### src/rtl/uart_pkg.sv
// Shared UART Lite definitions used by the RX and TX AXI4-Lite controllers.
package uart_pkg;

  // UART Lite register offsets on the AXI4-Lite slave port
  localparam logic [3:0] UART_RX_FIFO = 4'h0;
  localparam logic [3:0] UART_TX_FIFO = 4'h4;
  localparam logic [3:0] UART_STAT    = 4'h8;
  localparam logic [3:0] UART_CTRL    = 4'hC;

  // Status register bit positions
  localparam int unsigned STAT_RX_VALID = 0;
  localparam int unsigned STAT_OVERRUN  = 5;
  localparam int unsigned STAT_FRAME    = 6;
  localparam int unsigned STAT_PARITY   = 7;

  // AXI read/write response codes
  localparam logic [1:0] RESP_OKAY = 2'b00;

  // Receive controller states
  typedef enum logic [2:0] {
    POLL_AR = 3'd0,
    POLL_R  = 3'd1,
    GAP     = 3'd2,
    FIFO_AR = 3'd3,
    FIFO_R  = 3'd4,
    HOLD    = 3'd5
  } rx_state_e;

endpackage

### src/rtl/uart_rx_ctrl.sv
// AXI4-Lite read master that polls the UART Lite status register, drains the
// RX FIFO one byte at a time and hands each byte to a valid/ready consumer.
// Line errors and AXI read errors are reported as single-cycle pulses.
module uart_rx_ctrl
  import uart_pkg::*;
#(
  parameter int POLL_GAP = 16,
  parameter int GAP_W    = $clog2(POLL_GAP + 1)
) (
  input  logic       clk,
  input  logic       rst,
  output logic [3:0] araddr,
  output logic       arvalid,
  input  logic       arready,
  input  logic [7:0] rdata,
  input  logic [1:0] rresp,
  input  logic       rvalid,
  output logic       rready,
  output logic [7:0] data,
  output logic       valid,
  input  logic       ready,
  output logic [2:0] line_err,
  output logic       rresp_err
);

  // Last value of the gap counter before the next poll is issued
  localparam logic [GAP_W-1:0] GAP_LAST = GAP_W'(POLL_GAP - 1);

  rx_state_e        state_q, state_d;
  logic [GAP_W-1:0] gapCnt_q, gapCnt_d;
  logic [7:0]       data_q, data_d;
  logic             valid_q, valid_d;
  logic [2:0]       lineErr_q, lineErr_d;
  logic             rrespErr_q, rrespErr_d;

  // State, gap counter, output byte and error pulse registers
  always_ff @(posedge clk) begin
    if (rst) begin
      state_q    <= POLL_AR;
      gapCnt_q   <= '0;
      data_q     <= 8'h00;
      valid_q    <= 1'b0;
      lineErr_q  <= 3'b000;
      rrespErr_q <= 1'b0;
    end else begin
      state_q    <= state_d;
      gapCnt_q   <= gapCnt_d;
      data_q     <= data_d;
      valid_q    <= valid_d;
      lineErr_q  <= lineErr_d;
      rrespErr_q <= rrespErr_d;
    end
  end

  // Next-state logic; error pulses default low so they last exactly one cycle
  always_comb begin
    state_d    = state_q;
    gapCnt_d   = gapCnt_q;
    data_d     = data_q;
    valid_d    = valid_q;
    lineErr_d  = 3'b000;
    rrespErr_d = 1'b0;

    case (state_q)
      POLL_AR: begin
        if (arready) begin
          state_d = POLL_R;
        end
      end

      POLL_R: begin
        if (rvalid) begin
          if (rresp != RESP_OKAY) begin
            rrespErr_d = 1'b1;
            gapCnt_d   = '0;
            state_d    = GAP;
          end else begin
            lineErr_d = rdata[STAT_PARITY:STAT_OVERRUN];
            if (rdata[STAT_RX_VALID]) begin
              state_d = FIFO_AR;
            end else begin
              gapCnt_d = '0;
              state_d  = GAP;
            end
          end
        end
      end

      GAP: begin
        if (gapCnt_q == GAP_LAST) begin
          state_d = POLL_AR;
        end else begin
          gapCnt_d = gapCnt_q + GAP_W'(1);
        end
      end

      FIFO_AR: begin
        if (arready) begin
          state_d = FIFO_R;
        end
      end

      FIFO_R: begin
        if (rvalid) begin
          if (rresp == RESP_OKAY) begin
            data_d  = rdata;
            valid_d = 1'b1;
            state_d = HOLD;
          end else begin
            rrespErr_d = 1'b1;
            state_d    = POLL_AR;
          end
        end
      end

      HOLD: begin
        if (ready) begin
          valid_d = 1'b0;
          state_d = POLL_AR;
        end
      end

      default: begin
        valid_d = 1'b0;
        state_d = POLL_AR;
      end
    endcase
  end

  // AXI read channel outputs decoded purely from the registered state
  always_comb begin
    araddr  = 4'h0;
    arvalid = 1'b0;
    rready  = 1'b0;
    case (state_q)
      POLL_AR: begin
        araddr  = UART_STAT;
        arvalid = 1'b1;
      end
      FIFO_AR: begin
        araddr  = UART_RX_FIFO;
        arvalid = 1'b1;
      end
      POLL_R,
      FIFO_R: begin
        rready = 1'b1;
      end
      default: begin
        araddr  = 4'h0;
        arvalid = 1'b0;
        rready  = 1'b0;
      end
    endcase
  end

  assign data      = data_q;
  assign valid     = valid_q;
  assign line_err  = lineErr_q;
  assign rresp_err = rrespErr_q;

endmodule
### config.mk
export PLATFORM = sky130hd
export DESIGN_NAME = uart_rx_ctrl
export DESIGN_NICKNAME = d
export VERILOG_FILES = /design/src/rtl/uart_pkg.sv /design/src/rtl/uart_rx_ctrl.sv
export SDC_FILE = /design/constraint.sdc
export NUM_CORES = 1
export LEC_CHECK = 0
export CORE_MARGIN = 2
export CORE_UTILIZATION = 45
export DETAILED_ROUTE_END_ITERATION = 12
export DONT_BUFFER_PORTS = 1
export GPL_ROUTABILITY_DRIVEN = 0
export GPL_TIMING_DRIVEN = 0
export MAX_ROUTING_LAYER = met4
export PLACE_DENSITY = 0.68
export RECOVER_POWER = 25
export SLEW_MARGIN = 10
export SYNTH_ARGS = -nofsm -noshare
export SYNTH_HDL_FRONTEND = slang
export SYNTH_SLANG_ARGS = --single-unit
### constraint.sdc
create_clock -name clk -period 2.8 [get_ports clk]
set_input_delay 0.28 -clock clk [delete_from_list [all_inputs] [get_ports clk]]
set_output_delay 0.28 -clock clk [all_outputs]
set_load 0.01 [all_outputs]
* Yosys cells after proc, flatten, opt, wreduce, memory -nomap -nowiden *
Cells that the tools add are included.

storage, ports and cells
  register bits = 21
  input port bits = 15
  output and inout bits = 19
  logic and storage cells = 64

cells by class
  $add $sub $neg = 1
  equality and inequality tests = 15
  muxes and demuxes = 27
  bitwise logic cells = 3
  reductions and logical operators = 12

operator list
  kind                 number
  $mux 3               7
  $mux 5               4
  $pmux 3 s6           1
  $ne 2x2->1 const B   8
  $mux 1               11
  $pmux 5 s2           1
  $reduce_and 4->1     2
  $reduce_or 4->1      2
  $eq 3x2->1 const B   2
  $eq 3x3->1 const B   2
  $reduce_and 6->1     1
  $add 5x1->5 const B  1
  $eq 5x4->1 const B   1
  $mux 4               1
  $reduce_bool 2->1    2
  $reduce_or 2->1      2
  $eq 3x1->1 const B   1
  $logic_not 3->1      1
  $ne 3x3->1 const B   1
  $not 1->1            3
  $pmux 1 s3           1
  $reduce_and 3->1     1
  $logic_not 2->1      1
  $pmux 1 s2           1

* Logic depth before layout (Yosys ltp) *
Gate-level depths: netlist (run 1).

  word-level depth = 4
  depth in mapped cells = 7
  mapped depth without buffers = 7

* Worst setup path after synthesis (run 1) *
No wires, ideal clock.

  path kind = flip-flop to flip-flop
  start = register gapCnt_q[0]
  end = register gapCnt_q[1]
  library setup time = 70 ps
  data arrival time = 1784 ps
  data required time = 2730 ps
  setup slack = 946 ps
  stages on the path, launching flop included = 8
  buffers on the path = 0
  clock period less this slack = 1854 ps
  path through = dfxtp_1 > ha_1 > and3_1 > ha_1 > nor4b_4 > a21oi_2 > or3b_1 > a21oi_1

on the way
  longest elaborated chain between the ends = 3
  elaborated cells on any way between the ends = 6
  classes of those cells = 1 x add/sub; 2 x eq/ne; 2 x mux; 1 x reduce/logical

ends and longest elaborated chain
  what                                                   RTL line                                RTL
  start: declaration                                     uart_rx_ctrl.sv:30                      logic [GAP_W-1:0] gapCnt_q, gapCnt_d;
  start signal: assignment                               uart_rx_ctrl.sv:47                      gapCnt_q <= gapCnt_d;
  $add 5x1->5 / $eq 5x4->1 (equally long branches)       uart_rx_ctrl.sv:93, uart_rx_ctrl.sv:90
  $mux 5 / $ne 2x2->1 (equally long branches)            -
  $pmux 5 s2 / $reduce_and 4->1 (equally long branches)  -

Several ways; a longest one is shown, not always the timed one. The select of a mux whose other input is x is not followed.
A chain may end at the register's enable or synchronous reset.

* Worst setup path in the final report (run 1) *
Same ends and word-level chain as after synthesis.

==> flow_metrics.env, run 1 <==
export IMPL_drc=0
export IMPL_synth_main_ff_cell="dfxtp_1"
export IMPL_die_w_um=51.6
export IMPL_numCtsBuffers=3
export IMPL_worstPathArrival_ns=2.30
export IMPL_yosys_register_bits=21
export IMPL_grt_max_degree=13
export IMPL_path_common_cell="ha_1"
export IMPL_fin_crit_sh=0.731
export IMPL_final_common_cell="dfxtp_1"
export IMPL_num_rows=17
export IMPL_status="complete, no violations"
export IMPL_skew_ns=0.00652
export IMPL_worstPathMaxFanout=6
export IMPL_cts_root_buf="clkbuf_4"
export IMPL_peakVddDrop_v=0.000398
export IMPL_p_leak_nw=0.429
export IMPL_final_cell_mix="21 x dfxtp_1, 15 x nor2_1, 11 x mux2i_1, 8 x a21oi_1, 5 x nand2_1"
export IMPL_grt_pass1_vias=736
export IMPL_yosysWarningCount=0
export IMPL_n_antenna_cell=0
export IMPL_ant_nets=0
export IMPL_drv_slew=0
export IMPL_critPathSlowestCell="or3b_1"
export IMPL_ys_seq_area_frac=0.412
export IMPL_dieArea_um2=2660
export IMPL_synth_top_area_frac=0.412
export IMPL_cpLargestDelayFamily="simple AND/OR/NAND/NOR gates"
export IMPL_clock_fmax_mhz=489
export IMPL_min_period_ns=2.05
export IMPL_numPortBuffers=0
export IMPL_cts_post_setup_buffers_inserted=0
export IMPL_final_cells=144
export IMPL_cts_resized=0
export IMPL_clk_path_buf_depth=2
export IMPL_drive_gt1_frac=0.138
export IMPL_grt_first_pass_wirelength_um=3130
export IMPL_drt_pass1_iter_count=4
export IMPL_syn_to_final_growth_pct=6.87
export IMPL_cts_tree="yes"
export IMPL_power_density_nw_per_um2=698
export IMPL_nets=134
export IMPL_dp_cells=140
export IMPL_synth_area_leaders="dfxtp_1 41%, mux2i_1 11%, nor2_1 5.5%"
export IMPL_path_cells="ha_1 > and3_1 > ha_1 > nor4b_4 > a21oi_2 > or3b_1 > a21oi_1"
export IMPL_fin_tns_setup_ns=0
export IMPL_syn_avg_cell_area_um2=9.27
export IMPL_worstPathRequired_ns=3.05
export IMPL_start_util=0.470
export IMPL_rsz0062_at_grt="false"
export IMPL_die_h_um=51.6
export IMPL_antenna_found_initial=0
export IMPL_grtUsageTotal=0.166
export IMPL_via_per_inst=5.53
export IMPL_cts_sinks=21
export IMPL_hold_slack_ns=0.0853
export IMPL_cap_violations=0
export IMPL_start_kind="flip-flop"
export IMPL_wl_per_cell_um=13.9
export IMPL_dp_hpwl_um=1490
export IMPL_synth_largest_area_cell="dfxtp_1"
export IMPL_worstSkewPairLatency_ns=0.31
export IMPL_cts_hold_buf=0
export IMPL_end_kind="flip-flop"
export IMPL_drt_iter0_drc=26
export IMPL_wl_um=2000
export IMPL_hold_path_class="primary input to flip-flop"
export IMPL_syn_cell_area_um2=1020
export IMPL_core_um2=2170
export IMPL_cp_slowest_stage_delay_ns=0.39
export IMPL_gr_total_overflow=0
export IMPL_htreeDepth=1
export IMPL_clk_pin_slew_worst_paths_ns=0.12
export IMPL_final_hold_viol_count=0
export IMPL_synth_cell_types=38
export IMPL_num_vias=796
export IMPL_critPathKind="flip-flop to flip-flop"
export IMPL_postSynthCellCount=110
export IMPL_timing_critical_path_buf_inv=0
export IMPL_pin_count=34
export IMPL_synth_edf_count=0
export IMPL_setup_violations_final=0
export IMPL_synthArstFlopShare=0
==> logic make-up (layout without fill, tap and decap cells) <==
| logic type | Yosys count | in the layout | share of synthesized area |
|---|---|---|---|
| buffers and inverters | 13 | 17 | 0.0736 |
| AOI/OAI and AO/OA | 21 | 21 | 0.136 |
| other | 1 | 3 | 0.00368 |
| muxes | 11 | 11 | 0.108 |
| DFF | 21 | 21 | 0.412 |
| and+or+nand+nor | 39 | 39 | 0.225 |
| adders and majority gates | 2 | 2 | 0.0245 |
| xor gates and xnor gates | 2 | 2 | 0.0172 |
==> routing by layer <==
layer	vias to the layer above	track usage	share of wire
met5	-	-	0
met4	0	0.101	0.020
met3	5	0.0431	0.079
met2	43	0.259	0.46
met1	358	0.191	0.44
li1	390	-	-
==> power by group <==
part	internal, mW	switching, mW
Combinational	0.116	0.159
Sequential	0.319	0.0198
Clock	0.0533	0.0937
Total	0.488	0.272
==> registers in the layout, summed over array words and instances, names as in the netlist <==
| name | cells |
|---|---|
| data | 8 |
| gapCnt_q | 5 |
| line_err | 3 |
| rresp_err | 1 |
| state_q | 3 |
| valid | 1 |
==> path summary, 6_finish.rpt <==
path | depth (start not counted) | to | slack [ns] | start
worst min-delay path | 1 | line_err[0] | 0.09 | rdata[5]
worst min register to register | 2 | gapCnt_q[4] | 0.46 | gapCnt_q[4]
worst max-delay path | 7 | gapCnt_q[1] | 0.75 | gapCnt_q[0]
worst max register to register | 7 | gapCnt_q[1] | 0.75 | gapCnt_q[0]
==> synthesized netlist by cell type, drive strengths merged (2+ instances only) <==
cell,count
dfxtp,21
inv,3
o21ai,3
nand2,5
clkbuf,2
and3,2
and2,3
buf,8
nor2,15
or3b,2
ha,2
mux2i,11
nand2b,2
a21oi,9
nor3,2
==> metrics by stage <==
step / util / power (mW) / area [µm²] / worst slack (ns)
detailed placement: 0.490 / 0.615 / 1060 / 0.780
global route: 0.502 / 0.798 / 1090 / 0.665
floorplan: - / 0.575 / 1030 / 0.946
finish: 0.502 / 0.760 / 1090 / 0.753
global placement: 0.490 / 0.611 / 1060 / 0.795
CTS: 0.502 / 0.759 / 1090 / 0.751
==> final cells by class <==
| cell class | count | area [µm²] |
|---|---|---|
| fillers | 221 | 1080 |
| plain buffers | 10 | 63.8 |
| multi-input cells | 78 | 532 |
| clock inverters | 1 | 5.00 |
| inverters | 3 | 11.3 |
| flip-flops and latches | 21 | 420 |
| clock buffers | 3 | 22.5 |
| well taps | 28 | 35.0 |
Note: power is estimated with default switching activity, not from simulation.
==> inputs of run 2 (changes only) <==
==> constraint.sdc (replaced) <==
create_clock -name clk -period 2.06 [get_ports clk]
set_input_delay 0.206 -clock clk [delete_from_list [all_inputs] [get_ports clk]]
set_output_delay 0.206 -clock clk [all_outputs]
set_load 0.01 [all_outputs]
==> run 2 against run 1 <==
Against the previous run:
- clock-buffer cell count unchanged
- utilization increased by 0.81 points
- sequential share of layout area decreased by 0.38 points
- power increased by 39%
- combinational power increased by 43%
- die area unchanged
- sequential cell count unchanged
- via count increased by 1.4%
- clock skew about the same
- clock power increased by 39%
- critical path depth unchanged
- cell area increased by 1.6%
==> flow_metrics.env, run 2 (synthesis gave the netlist of run 1 again) <==
export IMPL_timing_rr_start="gapCnt_q[0]"
export IMPL_start_util=0.470
export IMPL_cts_tree="yes"
export IMPL_via_per_inst=5.53
export IMPL_setup_violations_final=0
export IMPL_worstPathMaxFanout=4
export IMPL_numPortBuffers=0
export IMPL_multiInputGateArea_um2=532
export IMPL_drt_iter0_drc=22
export IMPL_dp_hpwl_um=1490
export IMPL_cts_root_buf="clkbuf_4"
export IMPL_p_leak_nw=0.439
export IMPL_start_kind="flip-flop"
export IMPL_met2_usage=0.259
export IMPL_skew_ns=0.00698
export IMPL_internal_power_mw=0.682
export IMPL_hp_start="rdata[5]"
export IMPL_cts_sinks=21
export IMPL_drv_slew=0
export IMPL_drt_pass1_iter_count=4
export IMPL_num_vias=807
export IMPL_htreeDepth=1
export IMPL_clk_pin_slew_worst_paths_ns=0.12
export IMPL_largest_reg_flops=8
export IMPL_post_route_worst_setup_slack_ns=0.105
export IMPL_fin_crit_sh=0.949
export IMPL_end_kind="flip-flop"
export IMPL_grt_first_pass_wirelength_um=3130
export IMPL_wl_per_cell_um=13.7
export IMPL_pin_count=34
export IMPL_num_rows=17
export IMPL_grtUsageTotal=0.166
export IMPL_grt_max_degree=13
export IMPL_drc=0
export IMPL_pwr_share_clk=0.193
export IMPL_nets=136
export IMPL_grt_pass1_vias=736
export IMPL_peakVddDrop_v=0.000547
export IMPL_final_common_cell="dfxtp_1"
export IMPL_ant_nets=0
export IMPL_dp_cells=140
export IMPL_regArea_um2=423
export IMPL_power_density_nw_per_um2=955
export IMPL_r2r_end="gapCnt_q[1]"
export IMPL_final_cells=146
export IMPL_n_fill_cell=220
export IMPL_post_place_ws_ns=0.0396
export IMPL_numCtsBuffers=3
export IMPL_drive_gt1_frac=0.169
export IMPL_worst_r2r_cell_count=7
export IMPL_rsz0062_at_grt="false"
export IMPL_path_common_cell="ha_1"
export IMPL_hold_path_class="primary input to flip-flop"
export IMPL_worstSkewPairLatency_ns=0.31
export IMPL_wl_um=2000
export IMPL_die_h_um=51.6
export IMPL_status="complete, no violations"
export IMPL_die_w_um=51.6
export IMPL_dieArea_um2=2660
export IMPL_clk_path_buf_depth=2
export IMPL_fin_tns_setup_ns=0
export IMPL_worstPathArrival_ns=2.20
export IMPL_core_um2=2170
export IMPL_whs_path_depth=1
export IMPL_use_met3=0.0431
export IMPL_use_met1=0.191
export IMPL_p_switching_mw=0.376
export IMPL_antenna_found_initial=0
export IMPL_final_cell_mix="19 x dfxtp_1, 15 x nor2_1, 11 x mux2i_1, 8 x a21oi_1, 6 x buf_4"
export IMPL_pwr_share_seq=0.436
export IMPL_n_antenna_cell=0
export IMPL_comb_power_share=0.370
export IMPL_timing_reg2reg_setup_slack_ns=0.11
export IMPL_cts_hold_buf=0
export IMPL_final_hold_viol_count=0
export IMPL_syn_to_final_growth_pct=8.59
export IMPL_grt_busiest_layer="met2"
export IMPL_path_cells="ha_1 > and3_1 > ha_1 > nor4b_4 > a21oi_2 > or3b_1 > a21oi_1"
export IMPL_worstPathRequired_ns=2.31
export IMPL_startpoint="gapCnt_q[0]"
export IMPL_critPathSlowestCell="or3b_1"
export IMPL_cp_slowest_stage_delay_ns=0.39
export IMPL_min_to="line_err[0]"
export IMPL_cap_violations=0
export IMPL_clock_fmax_mhz=512
export IMPL_min_period_ns=1.95
export IMPL_critPathKind="flip-flop to flip-flop"
export IMPL_switching_share=0.356
export IMPL_gr_total_overflow=0
==> run 2: through the flow <==
step	hold WS, ns	power (mW)	utilization	area, µm²
6_report	0.00712	1.06	0.510	1110
5_1_grt	0.00332	1.11	0.510	1110
4_1_cts	0.0136	1.03	0.502	1090
3_5_place_dp	0.336	0.836	0.490	1060
3_3_place_gp	0.335	0.830	0.490	1060
2_1_floorplan	0.328	0.782	-	1030
==> run 2: worst max-delay path by stage <==
stage	slack (ns)	to	cells past startpoint
6_report	0.11	gapCnt_q[1]	7
5_1_grt	0.02	gapCnt_q[3]	7
4_1_cts	0.01	gapCnt_q[1]	7
3_5_place_dp	0.04	gapCnt_q[1]	7
3_3_place_gp	0.06	gapCnt_q[1]	7
2_1_floorplan	0.21	gapCnt_q[1]	7
==> run 2: repair_timing <==
action,4_1_cts,5_1_grt
endpoints found under the setup margin,0,1
setup buffers,0,2
resized for setup,0,2
==> run 2: worst max-delay path: cells and delay by family (launching register included) <==
| family | cells | cell delay (ns) |
|---|---|---|
| DFF | 1 | 0.36 |
| and+or+nand+nor | 3 | 0.87 |
| adders and majority gates | 2 | 0.44 |
| AOI/OAI and AO/OA | 2 | 0.22 |
==> run 2: power by group through the flow <==
stage / clock, mW / combinational, mW / sequential (mW)
2_1_floorplan: 0 / 0.319 / 0.463
3_3_place_gp: 0 / 0.361 / 0.469
3_5_place_dp: 0 / 0.368 / 0.469
4_1_cts: 0.202 / 0.370 / 0.459
5_1_grt: 0.215 / 0.430 / 0.464
6_report: 0.204 / 0.392 / 0.462
==> run 2: per-layer routing <==
layer | wire length (µm) | vias to the layer above
li1 | - | 393
met1 | 847 | 372
met2 | 958 | 37
met3 | 156 | 5
met4 | 39 | 0
met5 | 0 | -
==> run 2: area by class of cell <==
| class | instances | share of cell area |
|---|---|---|
| buffer | 10 | 0.0576 |
| timing repair buffer | 2 | 0.0136 |
| tap | 28 | 0.0316 |
| inverter | 3 | 0.0102 |
| clock inverter | 1 | 0.00452 |
| sequential | 21 | 0.382 |
| clock buffer | 3 | 0.0203 |
| multi-input combinational | 78 | 0.480 |
